## src/rtl/seq_detect_ctrl.sv

```systemverilog
// rtl/seq_detect_ctrl.sv - programmable serial-pattern detection controller
// Arms a shift-window matcher on start, counts matches and stops at a programmable threshold.
module seq_detect_ctrl #(
  parameter int MAX_LEN = 8,
  parameter int CNT_W   = 8
) (
  input  logic                         clk,
  input  logic                         rst_n,
  input  logic                         cfg_we,
  input  logic [MAX_LEN-1:0]           cfg_pattern,
  input  logic [$clog2(MAX_LEN+1)-1:0] cfg_len,
  input  logic                         cfg_overlap,
  input  logic [CNT_W-1:0]             cfg_thresh,
  input  logic                         start,
  input  logic                         stop,
  input  logic                         x_valid,
  input  logic                         x,
  output logic                         match,
  output logic [CNT_W-1:0]             match_cnt,
  output logic                         busy,
  output logic                         done,
  output logic                         cfg_err
);
  localparam int LEN_W = $clog2(MAX_LEN + 1);

  typedef enum logic [1:0] {IDLE = 2'd0, RUN = 2'd1, DONE = 2'd2} state_t;
  state_t state;

  logic [MAX_LEN-1:0] pat;
  logic [LEN_W-1:0]   len;
  logic               ovl;
  logic [CNT_W-1:0]   thr;
  // The oldest window bit is shifted out before it can ever be compared, so it is not stored.
  logic [MAX_LEN-2:0] w;
  logic [LEN_W-1:0]   fill;

  logic [MAX_LEN-1:0] w_next;
  logic [MAX_LEN-1:0] len_mask;
  logic [LEN_W-1:0]   fill_next;
  logic [CNT_W:0]     cnt_inc;
  logic               len_ok;
  logic               hit;
  logic               thr_hit;

  always_comb begin
    w_next    = {w, x};
    fill_next = (fill == LEN_W'(MAX_LEN)) ? fill : fill + LEN_W'(1);
    for (int i = 0; i < MAX_LEN; i++) len_mask[i] = (LEN_W'(i) < len);
    hit       = (fill_next >= len) && (((w_next ^ pat) & len_mask) == '0);
    cnt_inc   = {1'b0, match_cnt} + {{CNT_W{1'b0}}, 1'b1};
    // The extra counter bit keeps a saturated count from wrapping onto the threshold.
    thr_hit   = (thr != '0) && (cnt_inc == {1'b0, thr});
    len_ok    = (len != '0) && (len <= LEN_W'(MAX_LEN));
  end

  always_ff @(posedge clk or negedge rst_n) begin
    if (!rst_n) begin
      state     <= IDLE;
      match     <= 1'b0;
      match_cnt <= '0;
      busy      <= 1'b0;
      done      <= 1'b0;
      cfg_err   <= 1'b0;
      pat       <= '0;
      len       <= '0;
      ovl       <= 1'b0;
      thr       <= '0;
      w         <= '0;
      fill      <= '0;
    end else begin
      match   <= 1'b0;
      cfg_err <= 1'b0;

      if (cfg_we) begin
        if (state == RUN) begin
          cfg_err <= 1'b1;
        end else begin
          pat <= cfg_pattern;
          len <= cfg_len;
          ovl <= cfg_overlap;
          thr <= cfg_thresh;
        end
      end

      case (state)
        IDLE, DONE: begin
          if (stop) begin
            state <= IDLE;
            busy  <= 1'b0;
            done  <= 1'b0;
          end else if (start) begin
            if (len_ok) begin
              state     <= RUN;
              busy      <= 1'b1;
              done      <= 1'b0;
              w         <= '0;
              fill      <= '0;
              match_cnt <= '0;
            end else begin
              cfg_err <= 1'b1;
            end
          end
        end

        RUN: begin
          // stop outranks both start and a bit arriving in the same cycle.
          if (stop) begin
            state <= IDLE;
            busy  <= 1'b0;
            done  <= 1'b0;
          end else if (x_valid) begin
            w    <= w_next[MAX_LEN-2:0];
            fill <= (hit && !ovl) ? '0 : fill_next;
            if (hit) begin
              match <= 1'b1;
              if (!cnt_inc[CNT_W]) match_cnt <= cnt_inc[CNT_W-1:0];
              if (thr_hit) begin
                state <= DONE;
                busy  <= 1'b0;
                done  <= 1'b1;
              end
            end
          end
        end

        default: begin
          state <= IDLE;
          busy  <= 1'b0;
          done  <= 1'b0;
        end
      endcase
    end
  end

endmodule
```

## config.mk

```make
export PLATFORM = sky130hd
export DESIGN_NAME = seq_detect_ctrl
export DESIGN_NICKNAME = d
export VERILOG_FILES = /design/src/rtl/seq_detect_ctrl.sv
export SDC_FILE = /design/constraint.sdc
export NUM_CORES = 1
export LEC_CHECK = 0
export CORE_MARGIN = 1.5
export CORE_UTILIZATION = 49
export CTS_CLUSTER_SIZE = 25
export DETAILED_ROUTE_END_ITERATION = 16
export GPL_TIMING_DRIVEN = 0
export PLACE_DENSITY = 0.76
export SYNTH_ARGS = -nofsm -noshare
export SYNTH_HDL_FRONTEND = slang
export SYNTH_SLANG_ARGS = --single-unit
```

## constraint.sdc

```tcl
create_clock -name clk -period 2.83 [get_ports clk]
set_clock_uncertainty 0.1 [all_clocks]
set_input_delay 0.4245 -clock clk [delete_from_list [all_inputs] [get_ports clk]]
set_output_delay 0.4245 -clock clk [all_outputs]
set_load 0.005 [all_outputs]
```

==> metrics.md <==
| Metric | Value |
|---|---|
| Pre-CTS setup slack | `-0.0333 ns` |
| Largest net degree at the start of global routing | `37` |
| Gate power share | `0.412` |
| DRC Markers | `0` |
| FF-to-FF Start | `fill[0]` |
| Critical Path End Type | `flop` |
| Post-layout minimum cycle time | `2.68 ns` |
| Share of the synthesized area in the top cell type | `0.464` |
| Post-synthesis net count | `254` |
| CTS Sinks | `45` |
| Dpl hpwl | `3.62 mm` |
| Critical Path RT | `2.92 ns` |
| Initial antenna violation count | `0` |
| Reg2reg end | `busy` |
| RePlAce Congestion | `0.912` |
| Share of cells above drive strength 1 | `0.218` |
| Initial Util | `0.510` |
| CP max FO | `4` |
| IO Count | `40` |
| Ys async rst share | `1.00` |
| Leak | `0.00132 uW` |
| Die H | `73.4 um` |
| Synth area leader | `dfrtp_1` |
| Slew headroom | `0.576` |
| Ant. Diodes | `0` |
| R2R depth | `13` |
| Core area | `4750 um^2` |
| Clk buf depth | `2` |
| Power density over cell area | `835 nW/um^2` |
| Pre-Repair DR Iteration Count | `4` |
| Crit path top cell by count | `nand2_2` |
| Die X | `73.4 um` |
| Placed Area | `2920 um^2` |
| Depth of the CTS H-tree | `2` |
| Global route hottest layer | `met1` |
| Post-Route WL | `4.95 mm` |
| DR vias/cell | `5.53` |
| P_int | `1720 uW` |
| Cells along the critical path | `inv_2 -> ha_2 -> nand2_2 -> nor2_4 -> xnor2_2 -> ha_1 -> nand2b_4 -> a2111oi_4 -> a2111oi_2 -> o21a_2 -> nand4_1 -> nand2_2 -> mux2_4` |
| CP max-delay cell | `dfrtp_1` |
| Slew of the pin with the lowest slew margin | `0.633 ns` |
| CTS Root Cell | `clkbuf_8` |
| Clock buffer count from CTS | `5` |
| CTS tree | `built` |
| Fmax | `0.374 GHz` |
| Sequential area share after synthesis | `0.464` |
| GRT Total Usage | `0.192` |
| # port buffers | `39` |
| Post-Synthesis Cells | `219` |
| Nets | `305` |
| Clk network pwr share | `0.187` |
| GR Util met1 | `0.302` |
| Vias in the first global route | `1723` |
| Critical Path Start Type | `flop` |
| Core Rows | `25` |
| Status | `finished clean` |
| Initial DRC count | `154` |
| DR WL/cell | `14.7 um` |
| Peak VDD IR | `0.440 mV` |
| Ranking of synthesized cells by area | `dfrtp_1 46%, mux2_2 11%, a22o_1 4.0%` |
| Switching part of the total power | `0.348` |
| Synthesis-stage register bit count | `45` |
| Clk_lat worst skew | `0.30 ns` |
| Syn_area_per_cell | `11.1 um^2` |
| Via count | `1870` |
| Post-synth EDFFs | `0` |
| GRT met3 Usage | `0.0412` |
| Met2 usage | `0.272` |
| # fillers | `382` |
| Slew Viols, Final | `0` |
| Worst Path Arrival | `2.76 ns` |
| Post-route cell area | `3150 um^2` |
| Crit path kind | `reg -> reg` |
| Switch Pwr | `916 uW` |
| First-pass GRT wire length | `8.00 mm` |
| Post-DRT Antenna Nets | `0` |
| Final Power | `2630 uW` |
| Die area | `5380 um^2` |
| R2R Setup Slk | `0.15 ns` |
| Netlist cell types | `42` |
| Final hold vios | `0` |
| Setup ws final | `0.154 ns` |
| # setup viols final | `0` |
| Flop pwr share | `0.400` |
| Max-cap violations | `0` |
| Clock slew at reported path FFs | `0.09 ns` |
| GRT overflow | `0` |
| Yosys warns | `0` |
| Critical path's largest stage delay | `0.43 ns` |
| Synthesized area | `2430 um^2` |
| Ys flop type | `dfrtp_1` |
| P&R area growth vs syn | `30.0%` |
| Period utilization | `0.946` |
| Hold WC Path Type | `in -> async` |
[flip-flops by register name (all words and copies together), names as in the netlist]
register / cells
done: 1
fill: 4
pat: 8
busy: 1
thr: 8
w: 7
ovl: 1
cfg_err: 1
len: 4
state: 1
match: 1
match_cnt: 8
[cells in the final DEF (no fill, tap or decap), drive strengths merged, types with 4 or more instances in the layout]
| cell type | netlist | layout |
|---|---|---|
| clkbuf | 5 | 9 |
| a22o | 11 | 11 |
| nand2 | 15 | 15 |
| nor3 | 4 | 4 |
| o21ai | 8 | 8 |
| inv | 10 | 11 |
| xnor2 | 10 | 10 |
| o22a | 6 | 6 |
| dfrtp | 45 | 45 |
| clkdlybuf4s50 | 0 | 38 |
| nand3 | 7 | 7 |
| mux2 | 23 | 23 |
| o211ai | 4 | 4 |
| nor2 | 11 | 11 |
| xor2 | 9 | 9 |
| buf | 2 | 8 |
| ha | 7 | 7 |
[worst max-delay path: cells and delay by family, from the launching register on]
kind            cells  cell delay, ns
fa+ha+maj           2            0.44
compound gates      3            0.50
buf+inv             1            0.08
flops               1            0.43
xor+xnor            1            0.09
simple gates        5            0.61
mux                 1            0.30
[worst max-delay path by stage]
| stage | start | endpoint | depth (start not counted) |
|---|---|---|---|
| finish | fill[0] | busy | 13 |
| global route | fill[0] | match_cnt[5] | 14 |
| CTS | fill[0] | match_cnt[1] | 14 |
| detailed placement | fill[0] | match_cnt[5] | 13 |
| global placement | fill[0] | match_cnt[5] | 13 |
| floorplan | fill[0] | match_cnt[5] | 14 |
[power by group through the flow]
| stage | clock (uW) | sequential, uW | combinational (uW) |
|---|---|---|---|
| final | 493 | 1050 | 1090 |
| after global placement | 0 | 1050 | 881 |
| after global routing | 532 | 1080 | 1190 |
| after floorplan | 0 | 1010 | 684 |
| after CTS | 504 | 1050 | 924 |
| after detailed placement | 0 | 1060 | 907 |
[repair_timing]
item,CTS,global route
resized for setup,1,18
hold buffers,1,0
setup endpoints to repair,7,14
pin swaps,0,9
buffers inserted,2,2
hold endpoints to repair,9,0
[kinds of logic (layout without fill, tap and decap cells)]
kind of cell	count (synthesis)	count (layout)	synth area share
AOI/OAI and AO/OA	52	52	0.162
buffers and inverters	17	69	0.0325
muxes	26	26	0.119
DFF	45	45	0.464
xor gates and xnor gates	19	19	0.0686
adders and majority gates	7	7	0.0361
and+or+nand+nor	53	53	0.117
[synthesized netlist by cell type (4+ instances only)]
master	n
dfrtp_1	45
nor2_1	11
nand2_1	15
xor2_1	9
a22o_1	11
ha_1	7
inv_1	10
o22a_2	4
mux2_2	23
clkbuf_1	5
xnor2_1	10
nand3_1	7
o211ai_1	4
nor3_1	4
o21ai_0	8
[through the flow]
step / TNS, ns / hold slack (ns) / util / cells
after floorplan: 0 / 0.0289 / - / 219
after global placement: -0.0181 / 0.391 / 0.610 / 325
after detailed placement: -0.115 / 0.214 / 0.613 / 326
after CTS: 0 / 0.423 / 0.642 / 337
after global routing: -0.179 / 0.437 / 0.663 / 338
final: 0 / 0.422 / 0.663 / 338
[layout make-up]
cell class / count / area, um^2 / share of cell area
multi-input cells: 157 / 1310 / 0.415
flip-flops and latches: 45 / 1130 / 0.357
clock buffers: 5 / 68.8 / 0.0218
repair buffers: 45 / 445 / 0.141
clock inverters: 3 / 43.8 / 0.0139
well taps: 67 / 83.8 / 0.0266
plain buffers: 6 / 37.5 / 0.0119
inverters: 10 / 37.5 / 0.0119
[metal layers]
| layer | wire length (um) | vias to the layer above |
|---|---|---|
| met5 | 0 | - |
| met4 | 40 | 0 |
| met3 | 286 | 6 |
| met2 | 2190 | 63 |
| met1 | 2440 | 891 |
| li1 | - | 910 |
(Power assumes the default switching activity.)
